===== config.mk =====
export PLATFORM = sky130hd
export DESIGN_NAME = slave_fifo2b_stream_out_flat
export DESIGN_NICKNAME = d
export VERILOG_FILES = /design/src/rtl/slave_fifo2b_pkg.sv /design/src/rtl/slave_fifo2b_stream_out_if.sv /design/src/rtl/stream_out_checker.sv /design/src/rtl/slave_fifo2b_stream_out.sv /design/src/flat_wrapper.sv
export SDC_FILE = /design/constraint.sdc
export NUM_CORES = 1
export LEC_CHECK = 0
export ABC_AREA = 1
export CAP_MARGIN = 5
export CELL_PAD_IN_SITES_DETAIL_PLACEMENT = 0
export CELL_PAD_IN_SITES_GLOBAL_PLACEMENT = 2
export CORE_UTILIZATION = 24
export CTS_CLUSTER_DIAMETER = 150
export DETAILED_ROUTE_END_ITERATION = 16
export PLACE_DENSITY = 0.85
export RECOVER_POWER = 50
export REMOVE_ABC_BUFFERS = 1
export SLEW_MARGIN = 0
export SYNTH_ARGS = -nofsm -noshare
export SYNTH_HDL_FRONTEND = slang
export SYNTH_HIERARCHICAL = 1
export SYNTH_SLANG_ARGS = --single-unit

===== constraint.sdc =====
create_clock -name clk_100 -period 3 [get_ports clk_100]
set_clock_uncertainty 0.15 [all_clocks]
set_input_delay 0.9 -clock clk_100 [delete_from_list [all_inputs] [get_ports clk_100]]
set_output_delay 0.9 -clock clk_100 [all_outputs]
set_load 0.05 [all_outputs]

===== src/rtl/slave_fifo2b_pkg.sv =====
// Shared definitions for the FX3 Slave FIFO 2-bit stream engines (stream-IN and stream-OUT).
package slave_fifo2b_pkg;

    localparam int unsigned DATA_W         = 32;
    localparam int unsigned RD_LATENCY_DEF = 2;

    typedef logic [DATA_W-1:0] word_t;

    typedef enum logic [2:0] {
        ST_IDLE       = 3'd0,
        ST_WAIT_FLAGD = 3'd1,
        ST_READ       = 3'd2,
        ST_DRAIN      = 3'd3
    } stream_state_e;

endpackage


===== src/rtl/slave_fifo2b_stream_out_if.sv =====
// FX3 Slave FIFO pins used by the stream-OUT engine; master = FPGA engine, slave = FX3 side.
interface slave_fifo2b_stream_out_if;
    import slave_fifo2b_pkg::*;

    logic  flagc_d;
    logic  flagd_d;
    word_t data_in_stream_out;
    logic  slrd_streamOUT_;
    logic  sloe_streamOUT_;

    modport master (
        input  flagc_d,
        input  flagd_d,
        input  data_in_stream_out,
        output slrd_streamOUT_,
        output sloe_streamOUT_
    );

    modport slave (
        output flagc_d,
        output flagd_d,
        output data_in_stream_out,
        input  slrd_streamOUT_,
        input  sloe_streamOUT_
    );

endinterface


===== src/rtl/stream_out_checker.sv =====
// Incrementing-pattern checker for received stream-OUT words; resyncs to data+1 after every word.
module stream_out_checker
    import slave_fifo2b_pkg::*;
#(
    parameter int unsigned ERR_W = 16
) (
    input  logic             clk_100,
    input  logic             reset,
    input  logic             clear,
    input  logic             valid,
    input  word_t            data,
    output logic [ERR_W-1:0] err_count,
    output logic             err_flag
);

    word_t expected;
    logic  mismatch_c;

    assign mismatch_c = valid && (data != expected);

    // A match and a resync both leave expected at data+1, so one update covers both.
    always_ff @(posedge clk_100) begin
        if (reset || clear) begin
            expected  <= '0;
            err_count <= '0;
            err_flag  <= 1'b0;
        end else if (valid) begin
            expected <= data + DATA_W'(1);
            if (mismatch_c) begin
                err_flag <= 1'b1;
                if (err_count != '1) begin
                    err_count <= err_count + ERR_W'(1);
                end
            end
        end
    end

endmodule


===== src/rtl/slave_fifo2b_stream_out.sv =====
// Stream-OUT engine: reads the FX3 OUT socket and counts words.
// Optional pattern checker enabled by defining STREAM_OUT_CHECK_EN.
module slave_fifo2b_stream_out
    import slave_fifo2b_pkg::*;
#(
    parameter int unsigned RD_LATENCY = RD_LATENCY_DEF,
    parameter int unsigned ERR_W      = 16
) (
    input  logic                      clk_100,
    input  logic                      reset,
    input  logic                      stream_out_mode_selected,
    slave_fifo2b_stream_out_if.master bus,
    output logic                      rd_valid,
    output logic [DATA_W-1:0]         rx_count,
    output logic [ERR_W-1:0]          err_count,
    output logic                      err_flag
);

    localparam int unsigned CNT_W = (RD_LATENCY > 1) ? $clog2(RD_LATENCY) : 1;
    localparam logic [CNT_W-1:0] DRAIN_LAST = CNT_W'(RD_LATENCY - 1);

    stream_state_e          state, state_nxt;
    logic [CNT_W-1:0]       drain_cnt, drain_cnt_nxt;
    logic [RD_LATENCY-1:0]  vld_pipe;
    logic                   strobe_c;
    logic                   oe_c;
    logic                   clear_c;

    assign clear_c = ~stream_out_mode_selected;

    always_ff @(posedge clk_100) begin
        if (reset) begin
            state     <= ST_IDLE;
            drain_cnt <= '0;
        end else begin
            state     <= state_nxt;
            drain_cnt <= drain_cnt_nxt;
        end
    end

    // Strobe is gated by the live flags so a flag drop or deselect stops reads in the same cycle.
    always_comb begin
        state_nxt     = state;
        drain_cnt_nxt = drain_cnt;
        strobe_c      = 1'b0;
        oe_c          = 1'b0;
        case (state)
            ST_IDLE: begin
                if (bus.flagc_d) state_nxt = ST_WAIT_FLAGD;
            end
            ST_WAIT_FLAGD: begin
                if (bus.flagd_d) state_nxt = ST_READ;
            end
            ST_READ: begin
                oe_c     = 1'b1;
                strobe_c = bus.flagd_d;
                if (!bus.flagd_d) begin
                    state_nxt     = ST_DRAIN;
                    drain_cnt_nxt = '0;
                end
            end
            ST_DRAIN: begin
                oe_c = 1'b1;
                if (drain_cnt == DRAIN_LAST) state_nxt = ST_IDLE;
                else drain_cnt_nxt = drain_cnt + CNT_W'(1);
            end
            default: state_nxt = ST_IDLE;
        endcase
        if (!stream_out_mode_selected) begin
            state_nxt = ST_IDLE;
            strobe_c  = 1'b0;
        end
    end

    assign bus.slrd_streamOUT_ = ~strobe_c;
    assign bus.sloe_streamOUT_ = ~oe_c;

    // Valid pipeline mirrors the FX3 read latency; flushed together with the counters on deselect.
    always_ff @(posedge clk_100) begin
        if (reset || clear_c) begin
            vld_pipe <= '0;
            rx_count <= '0;
        end else begin
            vld_pipe <= (vld_pipe << 1) | RD_LATENCY'(strobe_c);
            if (rd_valid) rx_count <= rx_count + DATA_W'(1);
        end
    end

    assign rd_valid = vld_pipe[RD_LATENCY-1];

`ifdef STREAM_OUT_CHECK_EN
    stream_out_checker #(
        .ERR_W (ERR_W)
    ) u_checker (
        .clk_100   (clk_100),
        .reset     (reset),
        .clear     (clear_c),
        .valid     (rd_valid),
        .data      (bus.data_in_stream_out),
        .err_count (err_count),
        .err_flag  (err_flag)
    );
`else
    logic unused_data_c;
    assign unused_data_c = ^bus.data_in_stream_out;
    assign err_count     = '0;
    assign err_flag      = 1'b0;
`endif

endmodule

===== src/flat_wrapper.sv =====
// flat-port wrapper written by rule: the top's interface ports become plain ports
module slave_fifo2b_stream_out_flat import slave_fifo2b_pkg::*;
#(
    parameter int unsigned RD_LATENCY = RD_LATENCY_DEF,
    parameter int unsigned ERR_W      = 16
)
  (clk_100, reset, stream_out_mode_selected, rd_valid, rx_count, err_count, err_flag, bus_flagc_d, bus_flagd_d, bus_data_in_stream_out, bus_slrd_streamOUT_, bus_sloe_streamOUT_);
  slave_fifo2b_stream_out_if bus_i ();
  input  logic clk_100;
  input  logic reset;
  input  logic stream_out_mode_selected;
  output logic rd_valid;
  output logic [DATA_W-1:0] rx_count;
  output logic [ERR_W-1:0] err_count;
  output logic err_flag;
  input wire logic [$bits(bus_i.flagc_d)-1:0] bus_flagc_d;
  input wire logic [$bits(bus_i.flagd_d)-1:0] bus_flagd_d;
  input wire logic [$bits(bus_i.data_in_stream_out)-1:0] bus_data_in_stream_out;
  output wire logic [$bits(bus_i.slrd_streamOUT_)-1:0] bus_slrd_streamOUT_;
  output wire logic [$bits(bus_i.sloe_streamOUT_)-1:0] bus_sloe_streamOUT_;
  assign bus_i.flagc_d = bus_flagc_d;
  assign bus_i.flagd_d = bus_flagd_d;
  assign bus_i.data_in_stream_out = bus_data_in_stream_out;
  assign bus_slrd_streamOUT_ = bus_i.slrd_streamOUT_;
  assign bus_sloe_streamOUT_ = bus_i.sloe_streamOUT_;
  slave_fifo2b_stream_out #(.RD_LATENCY(RD_LATENCY), .ERR_W(ERR_W)) u_core (.clk_100(clk_100), .reset(reset), .stream_out_mode_selected(stream_out_mode_selected), .bus(bus_i), .rd_valid(rd_valid), .rx_count(rx_count), .err_count(err_count), .err_flag(err_flag));
endmodule

==> flow_metrics.env, run 1 <==
export IMPL_critPathKind="primary input to output pin"
export IMPL_synthFlopType="dfxtp_1"
export IMPL_antenna_cells=0
export IMPL_ir_drop_mv=0.133
export IMPL_cp_max_fo=3
export IMPL_design_core_area_um2=8810
export IMPL_hold_viol=0
export IMPL_grt_pass1_vias=1879
export IMPL_die_h_um=98.0
export IMPL_synth_area_leader_cell="dfxtp_1"
export IMPL_yosysMostFrequentCell="nand2_1"
export IMPL_synth_common_cells="nand2_1, nor2_1, inv_1"
export IMPL_leakage_nw=0.991
export IMPL_grt_setup_unrepaired="no"
export IMPL_drive_gt1_share_pct=8.83
export IMPL_finalWirelength_mm=5.45
export IMPL_power_density_nw_per_um2=341
export IMPL_firstDrtPassIters=10
export IMPL_cp_required_ps=1950
export IMPL_post_synth_top_area_fraction_pct=33.5
export IMPL_fmax_ghz=0.355
export IMPL_grt_first_pass_wirelength_mm=8.92
export IMPL_cpPeakStageDelay_ps=560
export IMPL_yosysWarningCount=6
export IMPL_syn2layout_area_growth_pct=25.7
export IMPL_drt_iter0_markers=66
export IMPL_io_buffers=39
export IMPL_grt_start_max_net_pins=19
export IMPL_fin_nets=427
export IMPL_reg2reg_depth=8
export IMPL_ys_async_sr_fraction_pct=0
export IMPL_track_usage_pct=11.7
export IMPL_slew_headroom_pct=65.8
export IMPL_cp_end_kind="output pin"
export IMPL_fin_setup_tns_ps=0
export IMPL_clkLatencyLatePin_ps=290
export IMPL_clockBufferDepth=2
export IMPL_syn_inst=339
export IMPL_finalSetupViolCount=0
export IMPL_ant_nets=0
export IMPL_min_path_type="flop to flop"
export IMPL_dpl_cell_area_um2=2700
export IMPL_status="complete, but fails checks"
export IMPL_vias_per_cell=4.23
export IMPL_placementRows=34
export IMPL_antenna_found_initial=0
export IMPL_synth_area_leaders="dfxtp_1, nand2_1, nor2_1"
export IMPL_seq_area_frac_synth_pct=33.5
export IMPL_final_min_clock_period_ps=2820
export IMPL_ctsRootBufferMaster="clkbuf_8"
export IMPL_num_vias=2087
export IMPL_fin_area_um2=2780
export IMPL_synth_area_um2=2210
export IMPL_arrival_ps=1770
export IMPL_violations="DRC"
export IMPL_crit_chain="dlygate4sd3_1 > nand3_1 > buf_12"
export IMPL_start_util_pct=25.1
export IMPL_synth_distinct_cells=23
export IMPL_cts_tree="done"
export IMPL_tightestPinTransition_ps=511
export IMPL_clkTransAtPathRegs_ps=70
export IMPL_slew_viol_final=0
export IMPL_cts_sinks=37
export IMPL_cap_violations=0
export IMPL_ctsHoldBuffers=0
export IMPL_htree_levels=2
export IMPL_crit_buf_inv=2
export IMPL_overflow=0
export IMPL_ys_ff_latch=37
export IMPL_place_congestion=0.733
export IMPL_die_x_um=98.0
export IMPL_slowest_stage="dlygate4sd3_1"
export IMPL_synth_edf_count=0
export IMPL_whs_ps=260
export IMPL_drc=4
export IMPL_ios=89
export IMPL_syn_avg_cell_area_um2=6.53
export IMPL_fin_crit_sh_pct=94.0
export IMPL_fp_dieArea_um2=9610
export IMPL_dpl_hpwl_mm=4.12
export IMPL_startpoint_type="primary input"
export IMPL_whs_path_depth=2
export IMPL_wl_per_cell_um=11.1
export IMPL_critical_path_depth=3
export IMPL_cts_buffers=5
export IMPL_critPathTopFamily="buffers and inverters"
[cells by family (layout without fill, tap and decap cells)]
group                    count (synthesis)  count (layout)  share of synthesized area, %
AO/OA/AOI/OAI                           27              27                          6.33
XOR/XNOR                                 2               2                         0.792
adder cells (fa/ha/maj)                  5               5                          2.83
buffers and inverters                   70             100                          14.9
flip-flops                              37              37                          33.5
other                                    1              17                         0.169
AND/OR/NAND/NOR                        197             197                          41.5
[area by class of cell]
type | instances | area (um2)
multi-input combinational | 248 | 1200
timing repair buffer | 44 | 434
inverter | 49 | 184
clock buffer | 7 | 86.3
fill | 964 | 6020
tap | 108 | 135
sequential | 37 | 741
[worst reg2reg max path, delay by kind of cell (launching register included)]
| kind | cells | cell delay, ps |
|---|---|---|
| buffers and inverters | 1 | 90 |
| flip-flops | 1 | 400 |
| AND/OR/NAND/NOR | 6 | 750 |
| adder cells (fa/ha/maj) | 1 | 220 |
[stage by stage]
step / power, W / setup WS, ps / utilization, % / std cells
after floorplan: 0.000583 / 648 / - / 334
after global routing: 0.000996 / 135 / 31.6 / 493
after detailed placement: 0.000604 / 248 / 30.7 / 486
final: 0.000950 / 180 / 31.6 / 493
after CTS: 0.000968 / 1.79 / 31.6 / 493
after global placement: 0.000603 / 254 / 30.7 / 486
[layout by cell type (no fill, tap or decap), drive strengths merged, types with 8 or more instances in the layout]
master         synthesis  layout
o21ai                  8       8
a21oi                 17      17
nor2                  70      70
nand3                 22      22
conb                   1      17
nand2                 83      83
clkdlybuf4s50          0      35
nand4                 15      15
clkbuf                 1       9
inv                   49      49
dfxtp                 37      37
[per-layer routing]
layer / global-route usage [%] / wire length, um
met4: 3.85 / 65
met5: 0 / 0
met2: 19.0 / 2500
met3: 2.58 / 193
met1: 15.4 / 2690
[repair_timing]
item / 4_1_cts / 5_1_grt
resized for setup: 0 / 1
setup endpoints to repair: 0 / 1
buffers inserted: 0 / 0
[path summary, 6_finish.rpt]
kind / slack (ps) / start / endpoint
max: 180 / bus_flagd_d / bus_slrd_streamOUT_
min: 260 / u_core/vld_pipe[0] / u_core/vld_pipe[1]
max reg2reg: 1300 / u_core/rx_count[0] / u_core/rx_count[28]
min reg2reg: 260 / u_core/vld_pipe[0] / u_core/vld_pipe[1]
[state kept, by name (all words and copies together) (netlist names)]
name              cells
u_core/drain_cnt      1
u_core/state          2
u_core/rx_count      32
u_core/vld_pipe       2
[power breakdown]
group	total, W	switching, W	internal, W	leakage [nW]
clock	0.000360	0.000178	0.000183	0.0443
sequential	0.000495	0.00000218	0.000493	0.298
combinational	0.0000946	0.0000766	0.0000180	0.648
(Power assumes the default switching activity.)
==> run 2, diff against run 1 <==
CORE_MARGIN = 1.5   (was not set)
clock period = 3.4 ns   (was 3 ns; I/O delays follow)
==> flow_metrics.env, run 2 (synthesis results as in run 1) <==
export IMPL_fin_nets=424
export IMPL_layout_commonest_cell="nand2_1"
export IMPL_power_density_nw_per_um2=303
export IMPL_ctsRootBufferMaster="clkbuf_8"
export IMPL_io_buffers=39
export IMPL_num_vias=2066
export IMPL_dpl_hpwl_mm=4.10
export IMPL_track_usage_pct=11.7
export IMPL_fmax_ghz=0.322
export IMPL_fin_setup_tns_ps=0
export IMPL_reg2reg_depth=8
export IMPL_cts_sinks=37
export IMPL_grt_first_pass_wirelength_mm=9.30
export IMPL_drc=0
export IMPL_clkLatencyLatePin_ps=290
export IMPL_grt_setup_unrepaired="no"
export IMPL_regToRegStartpoint="u_core/rx_count[1]"
export IMPL_slew_headroom_pct=56.2
export IMPL_drive_gt1_share_pct=8.12
export IMPL_cap_violations=0
export IMPL_cts_resized=0
export IMPL_status="complete, no violations"
export IMPL_vias_per_cell=4.22
export IMPL_slowest_stage="clkdlybuf4s50_1"
export IMPL_start_util_pct=25.0
export IMPL_fin_area_um2=2770
export IMPL_die_x_um=99.0
export IMPL_cp_end_kind="output pin"
export IMPL_fin_crit_sh_pct=91.3
export IMPL_final_min_clock_period_ps=3100
export IMPL_reg_top3="u_core/rx_count: 32 flops, u_core/state: 2 flops, u_core/vld_pipe: 2 flops"
export IMPL_ant_nets=0
export IMPL_tightestPinTransition_ps=654
export IMPL_post_route_util_pct=31.3
export IMPL_startpoint_type="flop"
export IMPL_grt_pass1_vias=1904
export IMPL_cts_buffers=5
export IMPL_firstDrtPassIters=4
export IMPL_arrival_ps=1930
export IMPL_dpl_cell_area_um2=2690
export IMPL_largest_register_ffs=32
export IMPL_critPathKind="flop to output pin"
export IMPL_clkTransAtPathRegs_ps=70
export IMPL_fp_dieArea_um2=9810
export IMPL_ir_drop_mv=0.116
export IMPL_hold_start="u_core/vld_pipe[0]"
export IMPL_min_path_type="flop to flop"
export IMPL_cp_max_fo=5
export IMPL_drt_iter0_markers=87
export IMPL_grt_start_max_net_pins=22
export IMPL_reg2reg_slack_ps=1730
export IMPL_most_common_layout_cells="nand2_1, nor2_1, inv_1"
export IMPL_htree_levels=2
export IMPL_hold_viol=0
export IMPL_wl_per_cell_um=11.0
export IMPL_place_congestion=0.751
export IMPL_slew_viol_final=0
export IMPL_overflow=0
export IMPL_cts_tree="done"
export IMPL_whs_path_depth=2
export IMPL_finalWirelength_mm=5.41
export IMPL_leakage_nw=0.982
export IMPL_top_register="u_core/rx_count"
export IMPL_ios=89
export IMPL_design_core_area_um2=8850
export IMPL_post_cts_buffers=0
export IMPL_die_h_um=99.0
export IMPL_r2r_end="u_core/rx_count[28]"
export IMPL_ctsHoldBuffers=0
export IMPL_syn2layout_area_growth_pct=25.3
export IMPL_crit_chain="inv_1 > ha_1 > nor2_1 > clkdlybuf4s50_1"
export IMPL_antenna_cells=0
export IMPL_cpPeakStageDelay_ps=810
export IMPL_placementRows=34
export IMPL_clockBufferDepth=2
export IMPL_finalSetupViolCount=0
export IMPL_holdPathEnd="u_core/vld_pipe[1]"
export IMPL_antenna_found_initial=0
export IMPL_cp_required_ps=2230
==> run 2: cell types whose count changed in the layout (fill, tap and decap cells not counted), sizes merged <==
cell           change
buf                -1
clkbuf             -2
clkdlybuf4s50      +1
dlymetal6s2s       -1
==> run 2: worst max-delay path, delay by kind of cell (launching register included) <==
| kind | cells | cell delay, ps |
|---|---|---|
| simple gates | 1 | 110 |
| flops | 1 | 390 |
| buf+inv | 2 | 890 |
| fa+ha+maj | 1 | 260 |
==> run 2: worst max path at each step <==
| stage | start | to | slack (ps) | depth (start not counted) |
|---|---|---|---|---|
| floorplan | stream_out_mode_selected | bus_slrd_streamOUT_ | 820 | 1 |
| global placement | bus_flagd_d | bus_slrd_streamOUT_ | 420 | 3 |
| detailed placement | bus_flagd_d | bus_slrd_streamOUT_ | 410 | 3 |
| CTS | u_core/state[0] | bus_sloe_streamOUT_ | 290 | 4 |
| global route | u_core/state[0] | bus_sloe_streamOUT_ | 180 | 4 |
| finish | u_core/state[0] | bus_sloe_streamOUT_ | 300 | 4 |
==> run 2: cell type report <==
cell class	count	area (um2)
fill	987	6070
multi-input combinational	248	1200
sequential	37	741
inverter	49	184
clock buffer	7	86.3
timing repair buffer	41	428
tap	108	135
==> run 2: per-stage QoR <==
stage | hold WS [ps] | setup WS, ps | instances | total power, W
after global placement | 246 | 420 | 483 | 0.000532
after CTS | 259 | 290 | 490 | 0.000859
after floorplan | 244 | 825 | 334 | 0.000515
after detailed placement | 248 | 411 | 483 | 0.000533
final | 253 | 297 | 490 | 0.000840
after global routing | 281 | 179 | 490 | 0.000881
==> run 2: power breakdown <==
part           total [W]  internal, W  switching, W
sequential      0.000437     0.000435    0.00000196
clock           0.000318     0.000161      0.000156
combinational  0.0000849    0.0000173     0.0000676
total           0.000840     0.000614      0.000226
==> run 2: layer usage <==
| layer | track usage, % | vias up | part of all wire, % |
|---|---|---|---|
| met2 | 18.7 | 51 | 45 |
| met1 | 15.8 | 899 | 50 |
| met5 | 0 | - | 0 |
| met4 | 3.30 | 0 | 0.89 |
| met3 | 2.41 | 7 | 3.8 |
| li1 | - | 1109 | - |
==> run 3, diff against run 2 <==
ABC_AREA = not set   (was 1)
MAX_ROUTING_LAYER = met4   (was not set)
PLACE_DENSITY = 0.82   (was 0.85)
SYNTH_HIERARCHICAL = not set   (was 1)
==> flow_metrics.env, run 3 <==
export IMPL_status="complete, but fails checks"
export IMPL_violations="capacitance limit, slew limit"
export IMPL_arrival_ps=1940
export IMPL_ir_drop_mv=0.133
export IMPL_seq_area_frac_synth_pct=37.8
export IMPL_finalSetupViolCount=0
export IMPL_critPathKind="primary input to output pin"
export IMPL_synth_area_um2=1960
export IMPL_firstDrtPassIters=4
export IMPL_cp_end_kind="output pin"
export IMPL_track_usage_pct=11.4
export IMPL_die_x_um=93.4
export IMPL_syn_inst=229
export IMPL_post_cts_buffers=0
export IMPL_cp_required_ps=2230
export IMPL_syn_avg_cell_area_um2=8.57
export IMPL_cpPeakStageDelay_ps=590
export IMPL_placementRows=32
export IMPL_drc=0
export IMPL_yosysMostFrequentCell="dfxtp_1"
export IMPL_vias_per_cell=4.77
export IMPL_fin_crit_sh_pct=91.4
export IMPL_ctsRootBufferMaster="clkbuf_8"
export IMPL_power_density_nw_per_um2=343
export IMPL_multi_input_area_um2=1080
export IMPL_swShare_pct=26.0
export IMPL_finalWirelength_mm=4.66
export IMPL_dpl_hpwl_mm=3.29
export IMPL_layout_cells_non_filler=366
export IMPL_grt_pass1_vias=1556
export IMPL_num_vias=1747
export IMPL_reg2reg_depth=4
export IMPL_die_h_um=93.4
export IMPL_most_common_layout_cells="dfxtp_1, clkdlybuf4s50_1, a21oi_1"
export IMPL_reg2reg_slack_ps=1170
export IMPL_placed_cells=358
export IMPL_cap_violations=1
export IMPL_slowest_stage="dlygate4sd3_1"
export IMPL_min_path_type="flop to flop"
export IMPL_power_frac_seq_pct=51.3
export IMPL_p_switching_w=0.000220
export IMPL_io_buffers=39
export IMPL_final_min_clock_period_ps=3110
export IMPL_largest_register_ffs=32
export IMPL_crit_chain="dlygate4sd3_1 > nand3_1 > buf_12"
export IMPL_post_synth_top_area_fraction_pct=37.8
export IMPL_post_route_util_pct=31.7
export IMPL_r2r_end="u_core.rx_count[19]"
export IMPL_crit_end="bus_slrd_streamOUT_"
export IMPL_synth_common_cells="dfxtp_1, a21oi_1, buf_4"
export IMPL_reg_top3="u_core.rx_count: 32 flops, u_core.state: 2 flops, u_core.vld_pipe: 2 flops"
export IMPL_ctsHoldBuffers=0
export IMPL_start_util_pct=25.1
export IMPL_syn2layout_area_growth_pct=26.1
export IMPL_startpoint="bus_flagd_d"
export IMPL_internal_power_w=0.000627
export IMPL_clkLatencyLatePin_ps=290
export IMPL_nFillCells=861
export IMPL_fin_nets=305
export IMPL_ys_async_sr_fraction_pct=0
export IMPL_startpoint_type="primary input"
export IMPL_design_core_area_um2=7810
export IMPL_hold_viol=0
export IMPL_place_congestion=0.695
export IMPL_cp_max_fo=4
export IMPL_synth_area_leader_cell="dfxtp_1"
export IMPL_wl_per_cell_um=12.7
export IMPL_overflow=0
export IMPL_ys_ff_latch=37
export IMPL_regToRegStartpoint="u_core.vld_pipe[1]"
export IMPL_ios=89
export IMPL_slew_headroom_pct=-13.3
export IMPL_layout_commonest_cell="dfxtp_1"
export IMPL_power_frac_comb_pct=7.8
export IMPL_slew_viol_final=35
export IMPL_area_sequential_um2=741
export IMPL_fin_setup_tns_ps=0
export IMPL_leakage_nw=0.759
export IMPL_antenna_found_initial=0
export IMPL_cts_resized=0
export IMPL_grt_start_max_net_pins=35
export IMPL_top_register="u_core.rx_count"
export IMPL_synth_edf_count=0
export IMPL_drt_iter0_markers=94
export IMPL_synth_area_leaders="dfxtp_1, buf_4, a21oi_1"
export IMPL_antenna_cells=0
export IMPL_synth_distinct_cells=39
export IMPL_cts_sinks=37
export IMPL_htree_levels=2
export IMPL_drive_gt1_share_pct=5.30
export IMPL_ant_nets=0
export IMPL_fp_dieArea_um2=8730
export IMPL_clockBufferDepth=2
export IMPL_clkPwrFrac_pct=40.8
export IMPL_grt_first_pass_wirelength_mm=7.68
export IMPL_tightestPinTransition_ps=1700
export IMPL_synthFlopType="dfxtp_1"
export IMPL_cts_tree="done"
export IMPL_yosysWarningCount=0
export IMPL_grt_setup_unrepaired="no"
export IMPL_clkTransAtPathRegs_ps=70
export IMPL_cts_buffers=5
export IMPL_fmax_ghz=0.322
-- run 3: through the flow --
stage / power (W) / area (um2) / hold slack (ps) / setup WS (ps)
after global routing: 0.000887 / 2470 / 339 / 150
after floorplan: 0.000500 / 1840 / 256 / 823
after detailed placement: 0.000513 / 2380 / 268 / 375
final: 0.000848 / 2470 / 282 / 293
after global placement: 0.000512 / 2380 / 266 / 376
after CTS: 0.000861 / 2480 / 287 / 298
-- run 3: worst min-delay path by stage --
stage | depth (start not counted) | slack [ps] | from | end
after detailed placement | 1 | 270 | u_core.vld_pipe[0] | u_core.vld_pipe[1]
after global placement | 1 | 270 | u_core.vld_pipe[0] | u_core.vld_pipe[1]
final | 1 | 280 | u_core.vld_pipe[0] | u_core.vld_pipe[1]
after global routing | 1 | 340 | u_core.vld_pipe[0] | u_core.vld_pipe[1]
after CTS | 1 | 290 | u_core.vld_pipe[0] | u_core.vld_pipe[1]
after floorplan | 1 | 260 | u_core.vld_pipe[0] | u_core.vld_pipe[1]
-- run 3: worst max-delay path, delay by kind of cell --
kind                   cells  cell delay (ps)
AND/OR/NAND/NOR            1              140
buffers and inverters      2              770
-- run 3: power groups by stage --
stage	Sequential [W]	Combinational, W	Clock, W
2_1_floorplan	0.000445	0.0000550	0
3_3_place_gp	0.000445	0.0000667	0
6_report	0.000435	0.0000665	0.000346
5_1_grt	0.000436	0.0000703	0.000381
4_1_cts	0.000435	0.0000672	0.000358
3_5_place_dp	0.000445	0.0000672	0
-- run 3: layout make-up --
class	instances	share of cell area (%)
sequential	37	29.9
inverter	5	0.759
timing repair buffer	40	16.3
clock buffer	7	3.89
tap	102	5.16
clock inverter	1	0.202
multi-input combinational	174	43.7
-- run 3: cell families (layout without fill, tap and decap cells) --
family	Yosys count	after routing	share of synthesized area, %
AO/OA/AOI/OAI	44	44	13.6
XOR/XNOR	10	10	4.46
adder cells (fa/ha/maj)	5	5	3.19
buffers and inverters	34	53	10.2
flip-flops	37	37	37.8
multiplexers	2	2	1.02
other	1	17	0.191
AND/OR/NAND/NOR	96	96	29.5
-- run 3: metal layers --
metal / share of wire, % / up-vias / track usage (%)
met5: 0 / - / -
li1: - / 880 / -
met2: 46 / 45 / 17.3
met3: 4.7 / 4 / 2.52
met4: 0.86 / 0 / 3.41
met1: 49 / 818 / 15.1
